File: src/rtl/mem_arb_pkg.sv
// Shared definitions for the unified-memory port arbiter: owner encoding and
// default widths used by the arbiter top and its round-robin picker.
package mem_arb_pkg;

  localparam int unsigned DATA_W_DEF = 32;
  localparam int unsigned ADDR_W_DEF = 32;
  localparam int unsigned MEM_AW_DEF = 12;

  // Which requester owns a grant / response.
  typedef enum logic {
    OWN_IF = 1'b0,
    OWN_D  = 1'b1
  } owner_e;

  // The requester that is not 'o'.
  function automatic owner_e other_owner(input owner_e o);
    owner_e r;
    if (o == OWN_IF) begin
      r = OWN_D;
    end else begin
      r = OWN_IF;
    end
    return r;
  endfunction

endpackage

File: src/rtl/rr_pick2.sv
// Two-input round-robin picker. Bit 0 of eligible_i is the fetch unit,
// bit 1 the load/store unit. On contention the requester that did not
// receive the previous grant wins.
module rr_pick2
  import mem_arb_pkg::*;
(
  input  logic [1:0] eligible_i,
  input  logic       last_i,
  output logic       gnt_valid_o,
  output logic       gnt_id_o
);

  // Select the winner from the eligibility vector and the previous grant.
  always_comb begin
    gnt_valid_o = 1'b0;
    gnt_id_o    = OWN_IF;
    case (eligible_i)
      2'b01: begin
        gnt_valid_o = 1'b1;
        gnt_id_o    = OWN_IF;
      end
      2'b10: begin
        gnt_valid_o = 1'b1;
        gnt_id_o    = OWN_D;
      end
      2'b11: begin
        gnt_valid_o = 1'b1;
        gnt_id_o    = other_owner(owner_e'(last_i));
      end
      default: begin
        gnt_valid_o = 1'b0;
        gnt_id_o    = OWN_IF;
      end
    endcase
  end

endmodule

File: src/rtl/mem_port_arbiter.sv
// Shares one single-port memory (sync write, 1-cycle read latency) between
// the instruction-fetch unit and the load/store unit. A grant drives the
// memory in the issue cycle; the owner is acked exactly one cycle later,
// with read data passed straight through from the memory.
module mem_port_arbiter
  import mem_arb_pkg::*;
#(
  parameter int DATA_W = DATA_W_DEF,
  parameter int ADDR_W = ADDR_W_DEF,
  parameter int MEM_AW = MEM_AW_DEF
) (
  input  logic              clk,
  input  logic              reset,
  input  logic              if_req,
  input  logic [ADDR_W-1:0] if_addr,
  output logic              if_ack,
  output logic [DATA_W-1:0] if_rdata,
  input  logic              d_req,
  input  logic              d_we,
  input  logic [ADDR_W-1:0] d_addr,
  input  logic [DATA_W-1:0] d_wdata,
  output logic              d_ack,
  output logic [DATA_W-1:0] d_rdata,
  output logic              mem_en,
  output logic              mem_we,
  output logic [MEM_AW-1:0] mem_addr,
  output logic [DATA_W-1:0] mem_wdata,
  input  logic [DATA_W-1:0] mem_rdata
);

  logic   resp_valid_q, resp_valid_d;
  owner_e resp_owner_q, resp_owner_d;
  logic   resp_is_rd_q, resp_is_rd_d;
  owner_e last_grant_q, last_grant_d;

  logic [1:0] eligible_s;
  logic       gnt_valid_s;
  logic       gnt_id_s;
  logic       if_resp_s;
  logic       d_resp_s;

  // Byte-offset and wrapped upper address bits are deliberately ignored.
  logic unused_addr_bits_s;
  assign unused_addr_bits_s = ^{if_addr[ADDR_W-1:MEM_AW+2], if_addr[1:0],
                                d_addr[ADDR_W-1:MEM_AW+2], d_addr[1:0]};

  // A requester being acked this cycle may not be re-granted; nothing is
  // granted while reset is asserted.
  always_comb begin
    if_resp_s     = resp_valid_q & (resp_owner_q == OWN_IF);
    d_resp_s      = resp_valid_q & (resp_owner_q == OWN_D);
    eligible_s[0] = if_req & ~if_resp_s & ~reset;
    eligible_s[1] = d_req & ~d_resp_s & ~reset;
  end

  rr_pick2 u_pick (
    .eligible_i  (eligible_s),
    .last_i      (last_grant_q),
    .gnt_valid_o (gnt_valid_s),
    .gnt_id_o    (gnt_id_s)
  );

  // Drive the memory from the winner and compute the next response state.
  always_comb begin
    mem_en       = 1'b0;
    mem_we       = 1'b0;
    mem_addr     = {MEM_AW{1'b0}};
    mem_wdata    = {DATA_W{1'b0}};
    resp_valid_d = 1'b0;
    resp_owner_d = resp_owner_q;
    resp_is_rd_d = resp_is_rd_q;
    last_grant_d = last_grant_q;
    if (gnt_valid_s) begin
      mem_en    = 1'b1;
      mem_wdata = d_wdata;
      if (gnt_id_s == OWN_D) begin
        mem_addr = d_addr[MEM_AW+1:2];
        mem_we   = d_we;
      end else begin
        mem_addr = if_addr[MEM_AW+1:2];
        mem_we   = 1'b0;
      end
      resp_valid_d = 1'b1;
      resp_owner_d = owner_e'(gnt_id_s);
      resp_is_rd_d = ~mem_we;
      last_grant_d = owner_e'(gnt_id_s);
    end else begin
      resp_valid_d = 1'b0;
    end
  end

  // Acks and read-data forwarding to the owner of the pending response.
  always_comb begin
    if_ack   = if_resp_s;
    d_ack    = d_resp_s;
    if_rdata = {DATA_W{1'b0}};
    d_rdata  = {DATA_W{1'b0}};
    if (if_resp_s && resp_is_rd_q) begin
      if_rdata = mem_rdata;
    end else begin
      if_rdata = {DATA_W{1'b0}};
    end
    if (d_resp_s && resp_is_rd_q) begin
      d_rdata = mem_rdata;
    end else begin
      d_rdata = {DATA_W{1'b0}};
    end
  end

  // Response and round-robin state; reset drops any in-flight response.
  always_ff @(posedge clk or posedge reset) begin
    if (reset) begin
      resp_valid_q <= 1'b0;
      resp_owner_q <= OWN_IF;
      resp_is_rd_q <= 1'b0;
      last_grant_q <= OWN_IF;
    end else begin
      resp_valid_q <= resp_valid_d;
      resp_owner_q <= resp_owner_d;
      resp_is_rd_q <= resp_is_rd_d;
      last_grant_q <= last_grant_d;
    end
  end

endmodule
File: config.mk
export PLATFORM = sky130hd
export DESIGN_NAME = mem_port_arbiter
export DESIGN_NICKNAME = d
export VERILOG_FILES = /design/src/rtl/mem_arb_pkg.sv /design/src/rtl/rr_pick2.sv /design/src/rtl/mem_port_arbiter.sv
export SDC_FILE = /design/constraint.sdc
export NUM_CORES = 1
export LEC_CHECK = 0
export ABC_AREA = 1
export CAP_MARGIN = 25
export CORE_AREA = 2 2 96 98
export DETAILED_ROUTE_END_ITERATION = 10
export DIE_AREA = 0 0 98 100
export GPL_TIMING_DRIVEN = 0
export PLACE_DENSITY = 0.73
export SLEW_MARGIN = 0
export SYNTH_ARGS = -nofsm -noshare
export SYNTH_HDL_FRONTEND = slang
export SYNTH_SLANG_ARGS = --single-unit
File: constraint.sdc
create_clock -name clk -period 2.7 [get_ports clk]
set_input_delay 0.54 -clock clk [delete_from_list [all_inputs] [get_ports clk]]
set_output_delay 0.54 -clock clk [all_outputs]
set_load 0.02 [all_outputs]
; Word-level counts from Yosys, hierarchy flattened
; Cells that the tools add are included.
[word_totals]
regBits = 3
input_bits = 133
output_inout_bits = 112
elab_cells = 32
[classes]
eq_ne = 3
muxes = 12
n_bitwise = 11
reduce_logical = 3
[ops]
columns = operator, count
row1 = 2-to-1 mux 32 bit, 3
row2 = 2-to-1 mux 12 bit, 2
row3 = bitwise AND 1 bit, 6
row4 = 2-to-1 mux 1 bit, 6
row5 = inverter 1 bit, 5
row6 = equality test 2 bit (second input constant), 2
row7 = OR reduction 3 bit, 1
row8 = equality test 2 x 1 -> 1 bit (second input constant), 1
row9 = logical AND 1 bit, 2
row10 = case mux 1 bit (2 select lines), 1

; Depth between registers and ports, before layout
[logic_depth]
ltp_word = 10
ltp_mapped = 7
depth_no_buf = 6

; Cells and area by module
; Synthesis repeated with hierarchy kept, for this count alone.
[hier_totals]
cells_unflattened = 258
area_unflattened_um2 = 1118.6
[by_module_without_submodules]
columns = mod, instances, cells_each, area_each_um2, seq_area_each_um2
row1 = mem_port_arbiter, 1, 255, 1103.6, 75.1
row2 = rr_pick2, 1, 3, 15.0, 0.0

; Least setup slack after synthesis
; OpenSTA, ideal clock, no wires.
[synth_path]
path_type = input to output
from = input port d_req
to = output port mem_addr[10]
arrival_time_ps = 1373
setup_slack_ps = 787
cell_stages = 7
path_cell_list = inv_1 > nor2_4 > nand2_2 > nand2_4 > buf_6 > nand2_1 > nor2_1
[synth_via]
elab_chain_len = 6
elab_cells_between_ends = 10
[synth_rtl]
columns = element, line
row1 = "start, declared", mem_port_arbiter.sv:18  ; input logic d_req,
row2 = bitwise AND 1 bit (*) (2 in series), mem_port_arbiter.sv:53  ; eligible_s[1] = d_req & ~d_resp_s & ~reset;
row3 = equality test 2 bit or equality test 2 x 1 -> 1 bit (tied branches), rr_pick2.sv:17  ; case (eligible_i)
row4 = case mux 1 bit (2 select lines) or OR reduction 3 bit (tied branches), -
row5 = 2-to-1 mux 12 bit or 2-to-1 mux 1 bit (tied branches), "mem_port_arbiter.sv:76, rr_pick2.sv:17"
row6 = 2-to-1 mux 12 bit (*), mem_port_arbiter.sv:73  ; if (gnt_valid_s) begin
row7 = "end, declared", mem_port_arbiter.sv:26  ; output logic [MEM_AW-1:0] mem_addr,
; Mark *: on every way between the ends. The rest lies on a longest branch, timed or not.

; Worst setup path in the final report
[layout_path]
from = input port reset
to = output port mem_we
[layout_via]
elab_chain_len = 7
elab_cells_between_ends = 12
[layout_rtl]
columns = element, line
row1 = "start, declared", mem_port_arbiter.sv:13  ; input logic reset,
row2 = inverter 1 bit (*), "mem_port_arbiter.sv:52, mem_port_arbiter.sv:53"
row3 = "bitwise AND 1 bit, on equally long branches", "mem_port_arbiter.sv:52, mem_port_arbiter.sv:53"
row4 = equality test 2 bit, rr_pick2.sv:17
row5 = case mux 1 bit (2 select lines), rr_pick2.sv:17
row6 = 2-to-1 mux 1 bit, mem_port_arbiter.sv:76  ; if (gnt_id_s == OWN_D) begin
row7 = 2-to-1 mux 1 bit, mem_port_arbiter.sv:73
row8 = 2-to-1 mux 1 bit (*), mem_port_arbiter.sv:73
row9 = "end, declared", mem_port_arbiter.sv:25  ; output logic mem_we,
; Mark *: on every way between the ends. The rest lies on a longest branch, timed or not. The select of a mux whose other input is x is not followed.

==> flow_summary.toml <==
[pwr]
seqPwrFrac = 0.059
ir_drop_mv = 0.127
p_leak_nw = 1.87
switching_share = 0.475
clockPowerShare = 0.130
cellPowerDensity_nw_per_um2 = 299
p_int_mw = 0.525
p_total_mw = 1.00
comb_power_share = 0.811
p_sw_mw = 0.475

[route]
wl_per_cell_um = 10.2
vias = 2236
wl_met3_um = 584
drt-total-wl_mm = 6.20
antenna_left = 0
wl_met1_mm = 2.40
first_pass_iters = 6
routed-wl-met2_mm = 3.16
drc = 0
highest_layer = "met4"
drtIter0Drc = 56
viasPerCell = 3.70

[cells_and_area]
most-common-layout-cells = "158 x clkdlybuf4s50_1, 107 x inv_1, 79 x nor2_1, 39 x clkbuf_2"
layout_commonest_cell = "clkdlybuf4s50_1"
fin_cells = 605
nets = 628
antenna_cells = 0
area_growth_pct = 155
layout-drive-gt1-share = 0.190
fin_area_um2 = 3350
utilization = 0.376

[setup_path]
endpoint_kind = "output port"
crit_start = "reset"
worstPathMaxFanout = 10
cpLargestDelayFamily = "buffers and inverters"
crit_slowest_cell = "clkdlybuf4s50_1"
critPathArrivalTime_ns = 2.00
cp.depth = 6
timing.rr.start = "last_grant_q"
startpoint_type = "primary input"
reg2regPathDepth = 5
worstPathRequired_ns = 2.16
slowest_delay_ns = 0.48
crit_type = "primary input to output port"
worstPathCellList = "clkdlybuf4s50_1 > nor2_4 > clkbuf_4 > nand4_1 > inv_1 > dlygate4sd2_1"
r2r_slack_ns = 1.48
path_buf_inv = 4

[clock_tree]
clock_latency_ns = 0.21
root_buffer = "clkbuf_8"
cts.sinks = 3
tritoncts = "built"
clockBufferDepth = 2
clk_pin_slew_ns = 0.03
htreeDepth = 1
cts_buffers = 3

[timing]
timing.final.max_slew_violations = 0
post-route-period-util = 0.940
fmax_mhz = 394
slew-limit-headroom = 0.835
hold_violations = 0
setup_tns_ns = 0
rsz0062_at_grt = "false"
min_period_ns = 2.54
finClkSkew_ns = 0.000257
tightest_slew_ns = 0.247
setup_viol = 0
hold_ws_ns = 0.595
worst_slack_ns = 0.162

[place]
placed_cell_area_um2 = 3500
place_ws_ns = -0.271
placed_cells = 600
gp_congestion = 0.772
dp_hpwl_mm = 5.49
io_buffers = 204

[global_routing]
grt_pass1_vias = 1939
grtUsageTotal = 0.113
grt_max_degree = 12
grt_overflow_total = 0
antenna_found_initial = 0
grt_pass1_wl_mm = 9.24

[die]
die_h_um = 100
row_count = 35
core_um2 = 8890
io_pins = 245
dieArea_um2 = 9800
die_x_um = 98
start_util = 0.148

[yosys]
synth-compound-area-share = 0.00381
synthXorXnorAreaFrac = 0
syn_nets = 418
ys_ff_latch = 3
syn_inst = 285
synth_mux_area_frac = 0
netlist_top_cells_area = "inv_1 31%, nor2_1 23%, nor2_2 14%"
synth_cell_types = 15
ys_seq_area_frac = 0.0571
synth_top_family_by_area = "simple AND/OR/NAND/NOR gates"
synth-warning-count = 0
netlist.area_leader.share = 0.305
synthSimpleGateAreaFrac = 0.556
yosys.area.top_type = "inv_1"
synth_adder_area_share = 0
syn_area_um2 = 1320
syn_avg_cell_area_um2 = 4.61

[run_status]
outcome = "complete, no violations"

[worst_hold_path]
min_path_cells = 2
hold_start = "last_grant_q"
hold_class = "register to register"

[job]
drv_cap = 0
## worst paths after layout
kind / to
setup / recovery: mem_we
setup reg to reg: resp_is_rd_q
hold reg to reg: last_grant_q
hold / removal: last_grant_q
max in group asynchronous: last_grant_q
min in group asynchronous: resp_valid_q
## metal layers
layer / vias up / GRT usage
met3: 6 / 0.0313
met1: 946 / 0.133
met4: 0 / 0.0192
met5: - / 0
met2: 101 / 0.208
li1: 1183 / -
## power groups by stage
| stage | clock network [mW] | logic [mW] | registers (mW) |
|---|---|---|---|
| 2_1_floorplan | 0 | 0.421 | 0.0583 |
| 3_3_place_gp | 0 | 0.864 | 0.0598 |
| 3_5_place_dp | 0 | 0.873 | 0.0601 |
| 4_1_cts | 0.133 | 0.832 | 0.0596 |
| 5_1_grt | 0.139 | 0.874 | 0.0606 |
| 6_report | 0.130 | 0.811 | 0.0590 |
## logic make-up (layout without fill, tap and decap cells)
family | after synthesis | after routing
simple gates | 158 | 158
buf+inv | 123 | 332
flops | 3 | 3
compound gates | 1 | 1
## worst reg2reg max path: cells and delay by family (launching register included)
kind          cells  cell delay [ns]
flops             1             0.40
buf+inv           2             0.29
simple gates      3             0.42
## synth_stat cells, drive strengths merged
cell type  instances
dfrtp              3
nor2             110
nand3b             1
nand3              1
buf               14
nand2             33
inv              109
nand4             13
o21ai              1
## cell type report
cell class / instances / area (µm²)
fillers: 956 / 5540
repair buffers: 205 / 1850
multi-input cells: 159 / 736
inverters: 109 / 409
well taps: 111 / 139
plain buffers: 14 / 97.6
flip-flops and latches: 3 / 75.1
clock buffers: 4 / 45.0
## registers in the layout, indices dropped and copies added (netlist names)
signal        count
resp_is_rd_q      1
resp_valid_q      1
last_grant_q      1
## repair_timing
action / CTS / global route
resized for setup: 46 / 79
cloned: 0 / 0
pin swaps: 0 / 0
setup buffers: 1 / 0
hold buffers: 0 / 0
setup endpoints to repair: 46 / 40
No activity file was read; power rests on OpenSTA's default activity.
